[src/rtl/ins_fetch_sequencer.sv]
// ins_fetch_sequencer
//   Fetches instruction words from a byte-wide ROM. Each word takes four
//   byte reads at pc..pc+3. The bytes are assembled big-endian, so the lowest
//   address lands in bits [31:24]. Finished words go into a small prefetch
//   FIFO, which the core drains through a valid/ready handshake.
//   A redirect flushes everything and restarts fetch at a new address.
//   A misaligned or out-of-range fetch address stops issue and raises a
//   sticky fault.
//
// Ports
//   CLK, Reset         clock (rising edge), async active-high reset
//   rom_en/rom_addr    byte read strobe and byte address
//   rom_data           read byte, returned one cycle after its strobe
//   redirect_valid/addr  flush and restart fetch at redirect_addr
//   ins_valid/ready    FIFO head handshake
//   ins_data/ins_addr  head word and its byte address
//   fault_valid/code/addr  sticky fault (01 misaligned, 10 out of range)
module ins_fetch_sequencer #(
  parameter logic [31:0] RESET_PC   = 32'h0000_0000,
  parameter int unsigned ROM_BYTES  = 100,
  parameter int unsigned FIFO_DEPTH = 2
) (
  input  logic        CLK,
  input  logic        Reset,
  output logic        rom_en,
  output logic [31:0] rom_addr,
  input  logic [7:0]  rom_data,
  input  logic        redirect_valid,
  input  logic [31:0] redirect_addr,
  output logic        ins_valid,
  input  logic        ins_ready,
  output logic [31:0] ins_data,
  output logic [31:0] ins_addr,
  output logic        fault_valid,
  output logic [1:0]  fault_code,
  output logic [31:0] fault_addr
);

  localparam int          AW        = $clog2(FIFO_DEPTH);
  localparam logic [31:0] LAST_WORD = 32'(ROM_BYTES - 4);
  localparam logic [AW:0] DEPTH_C   = (AW+1)'(FIFO_DEPTH);

  localparam logic [1:0] ST_FETCH = 2'd0;
  localparam logic [1:0] ST_HOLD  = 2'd1;
  localparam logic [1:0] ST_FAULT = 2'd2;

  localparam logic [1:0] FC_MISALIGN = 2'b01;
  localparam logic [1:0] FC_RANGE    = 2'b10;

  typedef struct packed {
    logic [31:0] data;
    logic [31:0] addr;
  } fetch_word_t;

  // ---------------------------------------------------------------- state
  logic [1:0]  state;
  logic [31:0] pc;        // address of the word being issued
  logic [1:0]  k;         // next byte index to issue within the word
  logic        cap_vld;   // a byte was issued last cycle; capture rom_data now
  logic [1:0]  cap_k;     // byte index of that capture
  logic [23:0] wbuf;      // upper three bytes of the word being assembled
  logic [31:0] waddr;     // address of the word being assembled

  fetch_word_t        mem [FIFO_DEPTH];
  logic [AW-1:0]      wr_ptr, rd_ptr;
  logic [AW:0]        count;

  // ------------------------------------------------------------ decisions
  logic        word_start, misalign, out_of_range, pc_bad, slot_ok, issue;
  logic        push, pop;
  logic [AW:0] occ;

  // A new word may start only at a byte boundary of zero, outside FAULT.
  assign word_start   = (state != ST_FAULT) && (k == 2'd0);
  assign misalign     = (pc[1:0] != 2'b00);
  assign out_of_range = (pc > LAST_WORD);
  assign pc_bad       = misalign | out_of_range;

  // When k==0, a pending capture can only be byte 3 of the previous word.
  // That word still owns a FIFO slot until it is pushed, so it counts here.
  // This guarantees the FIFO never overflows.
  assign occ     = count + {{AW{1'b0}}, cap_vld};
  assign slot_ok = (occ < DEPTH_C);

  // Bytes 1..3 always follow byte 0 back to back. Only byte 0 is gated.
  // The Reset term keeps the strobe low while reset is held, because the
  // reset state is FETCH.
  assign issue = !Reset &&
                 (((state == ST_FETCH) && (k != 2'd0)) ||
                  (word_start && !pc_bad && slot_ok));

  assign rom_en   = issue;
  assign rom_addr = issue ? (pc + {30'd0, k}) : 32'd0;

  // A redirect drops the word completing this cycle.
  assign push = cap_vld && (cap_k == 2'd3) && !redirect_valid;
  assign pop  = ins_valid && ins_ready;

  assign ins_valid = (count != '0);
  assign ins_data  = ins_valid ? mem[rd_ptr].data : 32'd0;
  assign ins_addr  = ins_valid ? mem[rd_ptr].addr : 32'd0;

  // ------------------------------------------------------- fetch sequencer
  always_ff @(posedge CLK or posedge Reset) begin
    if (Reset) begin
      state       <= ST_FETCH;
      pc          <= RESET_PC;
      k           <= 2'd0;
      cap_vld     <= 1'b0;
      cap_k       <= 2'd0;
      waddr       <= 32'd0;
      fault_valid <= 1'b0;
      fault_code  <= 2'b00;
      fault_addr  <= 32'd0;
    end else if (redirect_valid) begin
      // Clearing cap_vld drops the byte that returns next cycle.
      state       <= ST_FETCH;
      pc          <= redirect_addr;
      k           <= 2'd0;
      cap_vld     <= 1'b0;
      fault_valid <= 1'b0;
      fault_code  <= 2'b00;
      fault_addr  <= 32'd0;
    end else begin
      cap_vld <= issue;
      cap_k   <= k;
      if (issue) begin
        state <= ST_FETCH;
        k     <= k + 2'd1;
        if (k == 2'd0) waddr <= pc;
        if (k == 2'd3) pc    <= pc + 32'd4;
      end else if (word_start && pc_bad) begin
        state       <= ST_FAULT;
        fault_valid <= 1'b1;
        fault_code  <= misalign ? FC_MISALIGN : FC_RANGE;
        fault_addr  <= pc;
      end else if (word_start) begin
        state <= ST_HOLD;
      end
    end
  end

  // ------------------------------------------------------------ assembly
  // Lanes fill from the top down. Byte 3 is not stored here; it goes
  // straight into the FIFO write together with wbuf.
  always_ff @(posedge CLK or posedge Reset) begin
    if (Reset) begin
      wbuf <= 24'd0;
    end else if (cap_vld) begin
      case (cap_k)
        2'd0:    wbuf[23:16] <= rom_data;
        2'd1:    wbuf[15:8]  <= rom_data;
        2'd2:    wbuf[7:0]   <= rom_data;
        default: ;
      endcase
    end
  end

  // ------------------------------------------------------- prefetch FIFO
  always_ff @(posedge CLK or posedge Reset) begin
    if (Reset) begin
      wr_ptr <= '0;
      rd_ptr <= '0;
      count  <= '0;
    end else if (redirect_valid) begin
      // Any same-cycle transfer has already been seen by the consumer.
      wr_ptr <= '0;
      rd_ptr <= '0;
      count  <= '0;
    end else begin
      if (push) wr_ptr <= wr_ptr + AW'(1);
      if (pop)  rd_ptr <= rd_ptr + AW'(1);
      case ({push, pop})
        2'b10:   count <= count + (AW+1)'(1);
        2'b01:   count <= count - (AW+1)'(1);
        default: ;
      endcase
    end
  end

  // Storage needs no reset. Reads are masked by ins_valid.
  always_ff @(posedge CLK) begin
    if (push) mem[wr_ptr] <= '{data: {wbuf, rom_data}, addr: waddr};
  end

endmodule
[config.mk]
export PLATFORM = sky130hd
export DESIGN_NAME = ins_fetch_sequencer
export DESIGN_NICKNAME = d
export VERILOG_FILES = /design/src/rtl/ins_fetch_sequencer.sv
export SDC_FILE = /design/constraint.sdc
export NUM_CORES = 1
export LEC_CHECK = 0
export ABC_CLOCK_PERIOD_IN_PS = 8390
export BUFFER_PORTS_ARGS = -buffer_cell sky130_fd_sc_hd__buf_2
export CAP_MARGIN = 30
export CORE_MARGIN = 4
export CORE_UTILIZATION = 57
export DETAILED_ROUTE_END_ITERATION = 12
export GPL_TIMING_DRIVEN = 0
export MAX_ROUTING_LAYER = met4
export PLACE_DENSITY = 0.8
export SYNTH_ARGS = -nofsm -noshare
export SYNTH_HDL_FRONTEND = slang
export SYNTH_SLANG_ARGS = --single-unit
[constraint.sdc]
create_clock -name CLK -period 8.39 [get_ports CLK]
set_input_delay 1.2585 -clock CLK [delete_from_list [all_inputs] [get_ports CLK]]
set_output_delay 1.2585 -clock CLK [all_outputs]
set_load 0.03 [all_outputs]
==> results.md, run 1 <==
- ANT cells: 0
- Critical Path RT: 7.13 ns
- Final #Nets: 1260
- Post-synthesis simple-gate area fraction: 16.1%
- Hold crit path type: flip-flop to flip-flop
- Critical path class: flip-flop to output pin
- Top Layer Used: met4
- H-Tree Depth: 1
- Synth Area in Compound Gates: 6.58%
- Initial Util: 58.5%
- Switching Fraction: 23.6%
- Synth cell types: 54
- Vias in the first global route: 8671
- Num ports: 177
- Hold Buf Count CTS: 0
- Synth top area cells: edfxtp_1 (33%), dfrtp_1 (29%), mux2i_1 (5.7%), nor2_1 (4.2%), nand2_1 (3.1%)
- Gate power share: 7.4%
- Max Transition Viols Final: 0
- RSZ-0062 raised after global routing: false
- Initial DRC Count: 799
- DR WL met2: 14.0 mm
- Area Overhead vs Synth: 19.3%
- Main synth FF type: dfrtp_1
- Final Core Density: 69.8%
- Post-route DRC: 0
- List of most frequent post-synthesis cells: dfrtp_1 (134), nor2_1 (129), edfxtp_1 (128), nand2_1 (95), mux2i_1 (65)
- First-pass GRT wire length: 46.3 mm
- DIE AREA: 22500 µm²
- Worst setup margin: 3.22 ns
- Post-synth EDFFs: 128
- CP arrival: 3.91 ns
- Clock root buffer: clkbuf_16
- # clock sinks: 262
- Fin crit period: 5.17 ns
- Seq pwr share: 51.9%
- Multi-input logic area: 3990 µm²
- Met3 wire length: 2.26 mm
- Leading area contributor after synthesis: edfxtp_1
- Worst Skew: 0.0256 ns
- Register area share after synthesis: 62.6%
- Async SR Flop Fraction: 51.1%
- Mapped Area: 11500 µm²
- Sequential cell area: 7200 µm²
- Antenna Nets Post-Route: 0
- Die Width: 150 µm
- Total GRT Usage: 27.2%
- Vias: 8631
- GRT overflow: 0
- Synth Area in Adders: 0.827%
- Gate Count Post-Synth: 991
- Post-CTS Resized: 0
- PD cells: 198 nW/µm²
- Post-Syn Nets: 1042
- Worst slew pin tran: 1.07 ns
- Fillers: 1495
- CP Capture Type: output pin
- Clk buf depth: 3
- Status: finished clean
- Core outline area: 19700 µm²
- Synth Area in XOR/XNOR: 2.36%
- WL/cell: 19.7 µm
- Final count of hold timing violations: 0
- GPL Wtd Cong: 0.948
- Vias per cell: 5.78
- Fmax: 193 MHz
- Clk_lat worst skew: 0.53 ns
- Count leader, synth: dfrtp_1
- Max-Cap Viols: 0
- Final setup fails: 0
- Switching pwr: 0.641 mW
- Synthesis Warnings: 0
- Syn_area_per_cell: 11.6 µm²
- Layout cells sized above 1: 22.2%
- Setup WS pre-CTS: 3.88 ns
- Tcrit/Tclk final: 61.6%
- Detail Placement HPWL: 20.6 mm
- Register bit total from synthesis: 262
- CTS tree: done
- Number of buffers created by CTS: 26
- Pleak: 5.74 nW
- Drt pass-1 iters: 6
- Area share of the largest cell type after synthesis: 33.4%
- Critical path fanouts, max: 10
- Port buffer count: 176
- Largest net degree at the start of global routing: 85
- Row cnt: 51
- Antenna violations before repair: 0
- P_int: 2.07 mW
- Slew HR: 28.0%
- Met1 WL: 12.0 mm
- Final WL: 29.5 mm
- Clk network pwr share: 40.6%
- Worst R2R Setup Slack: 4.99 ns
- VDD IR-drop max: 169 µV
- CTS clk-pin slew, worst paths: 0.07 ns
- Die Height: 150 µm
- Proportion of synthesized area in mux cells: 8.70%
- Startpoint types: flip-flop
- Setup bufs post-CTS: 0
- Largest family of logic cells by synthesized area: simple AND/OR/NAND/NOR gates
## flip-flops by register name, summed over array words and instances (netlist names), 2 cells and up
name,flops
mem,128
fault_addr,32
pc,32
waddr,32
wbuf,24
cap_k,2
count,2
fault_code,2
k,2
state,2
## worst paths after layout
kind	start	to	cells past startpoint
min reg2reg	wbuf[13]	mem[1][53]	0
min in group asynchronous	Reset	pc[31]	2
max in group asynchronous	Reset	wbuf[2]	3
min	wbuf[13]	mem[1][53]	0
max	pc[2]	rom_addr[29]	10
max reg2reg	pc[2]	pc[20]	10
## metrics by stage
| stage | total power [mW] | hold slack [ns] | cells | instance area (µm²) | setup TNS, ns |
|---|---|---|---|---|---|
| 2_1_floorplan | 1.55 | 0.434 | 991 | 11500 | 0 |
| 3_3_place_gp | 1.63 | 0.437 | 1432 | 12700 | -107.91 |
| 5_1_grt | 2.80 | 0.466 | 1494 | 13700 | 0 |
| 3_5_place_dp | 1.63 | 0.444 | 1446 | 12900 | 0 |
| 6_report | 2.71 | 0.456 | 1494 | 13700 | 0 |
| 4_1_cts | 2.72 | 0.460 | 1494 | 13700 | 0 |
## worst max-delay path, stage by stage (launching register included)
cell       delay (ns)
dfrtp_1          0.38
clkbuf_1         0.26
inv_1            0.17
ha_1             0.16
nor2b_1          0.22
o2111ai_1        0.27
o41ai_2          0.74
nand2_1          0.27
clkbuf_1         0.33
a21oi_1          0.33
buf_2            0.26
## power groups by stage
| stage | clock [mW] | sequential, mW | combinational, mW |
|---|---|---|---|
| finish | 1.10 | 1.41 | 0.202 |
| global route | 1.17 | 1.41 | 0.222 |
| CTS | 1.12 | 1.41 | 0.201 |
| floorplan | 0 | 1.45 | 0.104 |
| detailed placement | 0 | 1.43 | 0.200 |
| global placement | 0 | 1.43 | 0.195 |
## per-layer routing
metal	global-route usage (%)	up-vias
li1	-	3974
met1	34.9	4145
met2	44.1	419
met3	3.94	93
met4	10.6	0
met5	-	-
## cells by family after synthesis
group                    count (synthesis)
adder cells (fa/ha/maj)                  7
AND/OR/NAND/NOR                        389
XOR/XNOR                                31
multiplexers                            96
AO/OA/AOI/OAI                          123
buffers and inverters                   83
flip-flops                             262
## area by class of cell
cell class,count,share of cell area (%)
multi-input cells,646,29.1
repair buffers,190,7.70
inverters,15,0.447
well taps,265,2.42
flip-flops and latches,262,52.5
clock inverters,8,0.602
plain buffers,68,1.93
clock buffers,40,5.35
## placed cells by master (no fill, tap or decap), types with 22 or more instances in the layout
| master | count |
|---|---|
| xor2_1 | 22 |
| nor2b_1 | 31 |
| mux2i_1 | 65 |
| edfxtp_1 | 128 |
| nand3_1 | 37 |
| buf_2 | 185 |
| clkbuf_16 | 26 |
| nand4_1 | 24 |
| nand2_1 | 95 |
| o21ai_0 | 26 |
| mux2_2 | 29 |
| a31oi_1 | 25 |
| nor2_1 | 129 |
| dfrtp_1 | 134 |
| a21oi_1 | 44 |
| clkbuf_1 | 60 |
(Power assumes the default switching activity.)
==> run 2: changes to the inputs <==
ABC_CLOCK_PERIOD_IN_PS = 4350   (was 8390)
CORE_UTILIZATION = 51   (was 57)
PLACE_DENSITY = 0.76   (was 0.8)
clock period = 4.35 ns   (was 8.39 ns; I/O delays follow)
==> run 2 against run 1 <==
  * Via count shrank 0.70%
  * Hold slack worse by 0.17 ns
  * Die area up 11%
  * First-iteration DRC count shrank 13%
  * Clock power up 120%
  * Sequential power up 93%
==> results.md, run 2 (synthesized netlist as in run 1, its figures left out) <==
- Placed insts: 1460 (was 1446)
- Max FFs per register: 128 (unchanged)
- Layout cells sized above 1: 23.3% (was 22.2%)
- Antenna violations before repair: 0 (unchanged)
- Vias: 8571 (was 8631)
- Power Total: 5.48 mW (was 2.71 mW)
- Layout Cells excl Fill: 1511 (was 1494)
- Fin crit period: 4.12 ns
- Clk_lat worst skew: 0.53 ns (about the same)
- Critical Path RT: 3.70 ns (was 7.13 ns)
- Sum Neg Setup Slack: 0 ns (unchanged)
- Max-Cap Viols: 0 (unchanged)
- Die Height: 158 µm (was 150 µm)
- Num ports: 177 (unchanged)
- Final setup fails: 0 (unchanged)
- GRT overflow: 0 (unchanged)
- Largest register by flop count: mem (unchanged)
- RSZ-0062 raised after global routing: false (unchanged)
- Vias in the first global route: 8600 (was 8671)
- Hold WS: 0.282 ns (was 0.456 ns)
- Port buffer count: 176 (unchanged)
- Clock root buffer: clkbuf_16 (unchanged)
- Core outline area: 22000 µm² (was 19700 µm²)
- CP arrival: 3.47 ns (was 3.91 ns)
- Final Core Density: 63.2% (was 69.8%)
- Number of buffers created by CTS: 27 (was 26)
- Row cnt: 54 (was 51)
- Critical path class: flip-flop to output pin (unchanged)
- DIE AREA: 25000 µm² (was 22500 µm²)
- Final count of hold timing violations: 0 (unchanged)
- Status: finished clean (unchanged)
- Initial DRC Count: 699 (was 799)
- Total GRT Usage: 25.0% (was 27.2%)
- Drt pass-1 iters: 7 (was 6)
- Startpoint types: flip-flop (unchanged)
- H-Tree Depth: 1 (unchanged)
- Tcrit/Tclk final: 94.8%
- Worst slew pin tran: 0.845 ns (was 1.07 ns)
- GPL Wtd Cong: 0.975 (was 0.948)
- Final WL: 30.3 mm (was 29.5 mm)
- Largest net degree at the start of global routing: 42 (was 85)
- CTS tree: done (unchanged)
- Hold crit path type: input pin to asynchronous set/reset pin (was flip-flop to flip-flop)
- Max Transition Viols Final: 0 (unchanged)
- CP Capture Type: output pin (unchanged)
- Most common cell after layout, fill and taps aside: buf_2 (unchanged)
- Post-route DRC: 0 (unchanged)
- Clk buf depth: 3 (unchanged)
- Most frequent cells in the layout: buf_2 (186), dfrtp_1 (134), nor2_1 (129) (was buf_2 (185), dfrtp_1 (134), nor2_1 (129))
- VDD IR-drop max: 203 µV (was 169 µV)
- # clock sinks: 262 (unchanged)
- Fmax: 243 MHz
- CTS clk-pin slew, worst paths: 0.06 ns (was 0.07 ns)
- Die Width: 158 µm (was 150 µm)
- WL/cell: 20.1 µm (was 19.7 µm)
- Initial Util: 52.2% (was 58.5%)
- ANT cells: 0 (unchanged)
- Critical path fanouts, max: 10 (unchanged)
- Vias per cell: 5.67 (was 5.78)
- Antenna Nets Post-Route: 0 (unchanged)
- Area Overhead vs Synth: 21.2% (was 19.3%)
- Final #Nets: 1261 (was 1260)
- Pleak: 5.86 nW (was 5.74 nW)
- Detail Placement HPWL: 21.8 mm (was 20.6 mm)
- First-pass GRT wire length: 47.4 mm (was 46.3 mm)
- PD cells: 393 nW/µm² (was 198 nW/µm²)
- Worst Skew: 0.0158 ns (was 0.0256 ns)
- Slew HR: 43.7% (was 28.0%)
==> run 2: cell types whose count changed in the layout (fill, tap and decap cells not counted), sizes merged <==
cell / previous run / this run
clkinv: 6 / 12
bufinv: 1 / 3
clkinvlp: 1 / 2
inv: 15 / 16
clkbuf: 89 / 81
==> run 2: worst paths after layout <==
path	from	endpoint	slack, ns	cells past startpoint
max in group asynchronous	Reset	wbuf[6]	3.15	4
setup / recovery	pc[2]	rom_addr[29]	0.23	10
min in group CLK	redirect_addr[18]	pc[18]	0.33	3
hold / removal	Reset	pc[29]	0.28	2
hold reg to reg	waddr[30]	mem[0][30]	0.46	0
setup reg to reg	pc[2]	waddr[2]	1.21	9
==> run 2: stage by stage <==
stage                     setup WS, ns  instance area, µm²
after floorplan                  0.159               11500
after global placement           -1.50               12700
after global routing            0.0270               13900
final                            0.228               13900
after CTS                       0.0828               13900
after detailed placement         0.349               13000
==> run 2: power breakdown <==
group	internal (mW)	total [mW]	switching, mW
clock network	1.40	2.37	0.970
registers	2.65	2.72	0.0667
logic	0.123	0.392	0.269
==> run 2: layout make-up <==
type	count	area, µm²
clock buffer	32	734
tap	280	350
buffer	67	264
inverter	15	60.1
clock inverter	18	194
timing repair buffer	191	1110
sequential	262	7200
fill	1755	8100
multi-input combinational	646	4020
==> run 2: what timing repair did <==
item,4_1_cts,5_1_grt
hold buffers,0,0
pin swaps,1,0
endpoints found under the hold margin,0,0
gates resized for setup,1,6
endpoints found under the setup margin,31,12
buffers inserted,1,0
==> run 2: worst max-delay path, cell delays in order (launching register included) <==
cell and delay (ns):
dfrtp_1 0.38, clkbuf_1 0.25, inv_1 0.17, ha_1 0.15
nor2b_1 0.26, o2111ai_2 0.24, o41ai_4 0.46, nand2_1 0.20
clkbuf_1 0.31, a21oi_1 0.28, buf_2 0.25
==> run 2: metal layers <==
metal / vias to the layer above / GRT usage (%) / part of all wire, % / wire, µm
met2: 355 / 39.8 / 47 / 14300
met1: 4135 / 33.0 / 42 / 12700
met5: - / - / 0 / 0
li1: 3995 / - / - / -
met4: 0 / 9.99 / 4.4 / 1340
met3: 86 / 3.23 / 6.9 / 2090
==> run 3: changes to the inputs <==
ABC_AREA = 1   (was default)
CORE_UTILIZATION = 52   (was 51)
PLACE_DENSITY = 0.77   (was 0.76)
SKIP_CTS_REPAIR_TIMING = 1   (was default)
==> run 3 against run 2 <==
  * Total power grew 15%
  * Utilization grew 0.17 points
  * Largest cell class unchanged
  * First-iteration DRC count grew 28%
  * Fmax grew 7.2%
  * Routed wire length grew 9.5%
  * Area after synthesis grew 2.2%
  * Global-route usage grew 2.3 points
  * Combinational power grew to 3.8 times the previous value
  * Critical endpoint is now rom_addr[30]
==> results.md, run 3 <==
- Status: finished clean (unchanged)
- Area share of the largest cell type after synthesis: 32.7% (was 33.4%)
- Initial Util: 53.3% (was 52.2%)
- Hold crit path type: input pin to asynchronous set/reset pin (unchanged)
- Largest register by flop count: mem (unchanged)
- CTS clk-pin slew, worst paths: 0.06 ns (about the same)
- Largest net degree at the start of global routing: 34 (was 42)
- Synth cell types: 36 (was 54)
- Post-synth EDFFs: 128 (unchanged)
- Number of buffers created by CTS: 26 (was 27)
- GRT overflow: 0 (unchanged)
- # clock sinks: 262 (unchanged)
- WL/cell: 18.7 µm (was 20.1 µm)
- Worst Skew: 0.0195 ns (was 0.0158 ns)
- Antenna violations before repair: 1 (was 0)
- P_int: 4.15 mW (was 4.17 mW)
- Final Core Density: 63.4% (was 63.2%)
- Syn_area_per_cell: 9.28 µm² (was 11.6 µm²)
- Num ports: 177 (unchanged)
- Clk buf depth: 3 (unchanged)
- Synth top area cells: edfxtp_1 (33%), dfrtp_1 (29%), nand2_1 (12%), nand3_1 (4.4%), o21ai_0 (3.7%) (was edfxtp_1 (33%), dfrtp_1 (29%), mux2i_1 (5.7%), nor2_1 (4.2%), nand2_1 (3.1%))
- Max Transition Viols Final: 0 (unchanged)
- Die Width: 158 µm (about the same)
- Total GRT Usage: 27.4% (was 25.0%)
- Die Height: 158 µm (about the same)
- Sequential cell area: 7200 µm² (unchanged)
- Critical path class: flip-flop to output pin (unchanged)
- Max FFs per register: 128 (unchanged)
- Switching Fraction: 33.9% (was 23.9%)
- Main synth FF type: dfrtp_1 (unchanged)
- Async SR Flop Fraction: 51.1% (unchanged)
- Port buffer count: 176 (unchanged)
- Clk network pwr share: 32.9% (was 43.2%)
- Switching pwr: 2.13 mW (was 1.31 mW)
- Fillers: 1817 (was 1755)
- Tcrit/Tclk final: 88.4% (was 94.8%)
- Final setup fails: 0 (unchanged)
- Fin area: 14000 µm² (was 13900 µm²)
- Initial DRC Count: 893 (was 699)
- Gate Count Post-Synth: 1266 (was 991)
- Seq pwr share: 43.7% (was 49.6%)
- Critical Path RT: 3.70 ns (about the same)
- Worst slew pin tran: 0.818 ns (was 0.845 ns)
- Detail Placement HPWL: 23.8 mm (was 21.8 mm)
- H-Tree Depth: 1 (unchanged)
- Slew HR: 45.5% (was 43.7%)
- Startpoint types: flip-flop (unchanged)
- First-pass GRT wire length: 52.1 mm (was 47.4 mm)
- Core outline area: 22000 µm² (unchanged)
- Register bit total from synthesis: 262 (unchanged)
- Fmax: 260 MHz (was 243 MHz)
- Area Overhead vs Synth: 18.9% (was 21.2%)
- CTS tree: done (unchanged)
- GPL Wtd Cong: 0.973 (was 0.975)
- Multi-input logic area: 3870 µm² (was 4020 µm²)
- Final WL: 33.2 mm (was 30.3 mm)
- PD cells: 450 nW/µm² (was 393 nW/µm²)
- Area after DPL: 13200 µm² (was 13000 µm²)
- Post-Syn Nets: 1317 (was 1042)
- Layout cells sized above 1: 18.3% (was 23.3%)
- Final count of hold timing violations: 0 (unchanged)
- CP arrival: 3.19 ns (was 3.47 ns)
- Pleak: 6.52 nW (was 5.86 nW)
- DIE AREA: 25100 µm² (was 25000 µm²)
- Drt pass-1 iters: 7 (unchanged)
- Count leader, synth: nand2_1 (was dfrtp_1)
- Mapped Area: 11700 µm² (was 11500 µm²)
- Most frequent cells in the layout: nand2_1 (386), buf_2 (190), dfrtp_1 (134) (was buf_2 (186), dfrtp_1 (134), nor2_1 (129))
- Leading area contributor after synthesis: edfxtp_1 (unchanged)
- List of most frequent post-synthesis cells: nand2_1 (386), dfrtp_1 (134), edfxtp_1 (128), inv_1 (107), nand3_1 (103) (was dfrtp_1 (134), nor2_1 (129), edfxtp_1 (128), nand2_1 (95), mux2i_1 (65))
- Gate power share: 23.5% (was 7.2%)
- Most common cell after layout, fill and taps aside: nand2_1 (was buf_2)
- Vias: 9745 (was 8571)
- Max-Cap Viols: 0 (unchanged)
- Fin crit period: 3.85 ns (was 4.12 ns)
- Antenna Nets Post-Route: 0 (unchanged)
- Row cnt: 54 (unchanged)
- Final #Nets: 1530 (was 1261)
- Synthesis Warnings: 0 (unchanged)
- Critical path fanouts, max: 10 (unchanged)
- Clock root buffer: clkbuf_16 (unchanged)
- CP Capture Type: output pin (unchanged)
- Vias in the first global route: 9553 (was 8600)
- Power Total: 6.28 mW (was 5.48 mW)
- VDD IR-drop max: 234 µV (was 203 µV)
- Post-route DRC: 0 (unchanged)
- Clk_lat worst skew: 0.53 ns (about the same)
- Register area share after synthesis: 61.3% (was 62.6%)
- Vias per cell: 5.47 (was 5.67)
- RSZ-0062 raised after global routing: false (unchanged)
[run 3: final cells by class]
type / instances / share of cell area [%]
Sequential cell: 262 / 51.5
Timing Repair Buffer: 185 / 7.67
Buffer: 60 / 1.98
Antenna cell: 1 / 0.0179
Multi-Input combinational cell: 833 / 27.7
Tap cell: 280 / 2.51
Inverter: 111 / 3.01
Clock buffer: 30 / 4.92
Clock inverter: 18 / 0.654
[run 3: logic make-up (layout without fill, tap and decap cells)]
logic type               Yosys count  count (layout)  share of synthesized area, %
XOR/XNOR                          24              24                          1.79
AO/OA/AOI/OAI                    186             186                          8.15
flip-flops                       262             262                          61.3
buffers and inverters            171             404                          5.90
adder cells (fa/ha/maj)            7               7                         0.810
other                              0               1                             0
AND/OR/NAND/NOR                  616             616                          22.1
[run 3: stage by stage]
stage | hold slack (ns) | setup slack, ns | std cells | setup TNS (ns)
floorplan | 0.442 | 0.107 | 1266 | 0
global placement | 0.446 | -1.48 | 1722 | -253.25
detailed placement | 0.454 | 1.12 | 1731 | 0
CTS | 0.201 | 0.563 | 1779 | 0
global route | 0.236 | 0.335 | 1780 | 0
finish | 0.201 | 0.505 | 1780 | 0
[run 3: worst paths after layout]
kind	start	end	slack, ns	cells past startpoint
worst max-delay path	k[0]	rom_addr[30]	0.50	8
worst min-delay path	Reset	pc[11]	0.20	2
worst max register to register	pc[1]	waddr[0]	2.07	11
worst min register to register	wbuf[17]	mem[0][57]	0.47	0
max in group asynchronous	Reset	waddr[29]	3.37	4
min in group CLK	rom_data[1]	mem[0][33]	0.32	1
[run 3: critical path: stages, from the launching register on]
cell and delay, ns:
dfrtp_1 0.44, ha_1 0.22, fa_1 0.49, clkinv_1 0.46
nor2_1 0.31, nand4_1 0.14, xor2_1 0.18, nor2_1 0.18
buf_2 0.24
[run 3: routing by layer]
metal  global-route usage (%)  vias to the layer above  wire (µm)
li1                         -                     4601          -
met1                     35.8                     4653      13600
met2                     46.2                      430      16600
met3                     3.15                       61       2300
met4                     6.78                        0        754
met5                        -                        -          0
[run 3: power by group through the flow]
stage               Combinational (mW)  Clock, mW  Sequential, mW
CTS                               1.48       2.08            2.74
global route                      1.60       2.19            2.75
detailed placement                1.47          0            2.79
floorplan                        0.935          0            2.83
global placement                  1.44          0            2.79
finish                            1.47       2.06            2.74
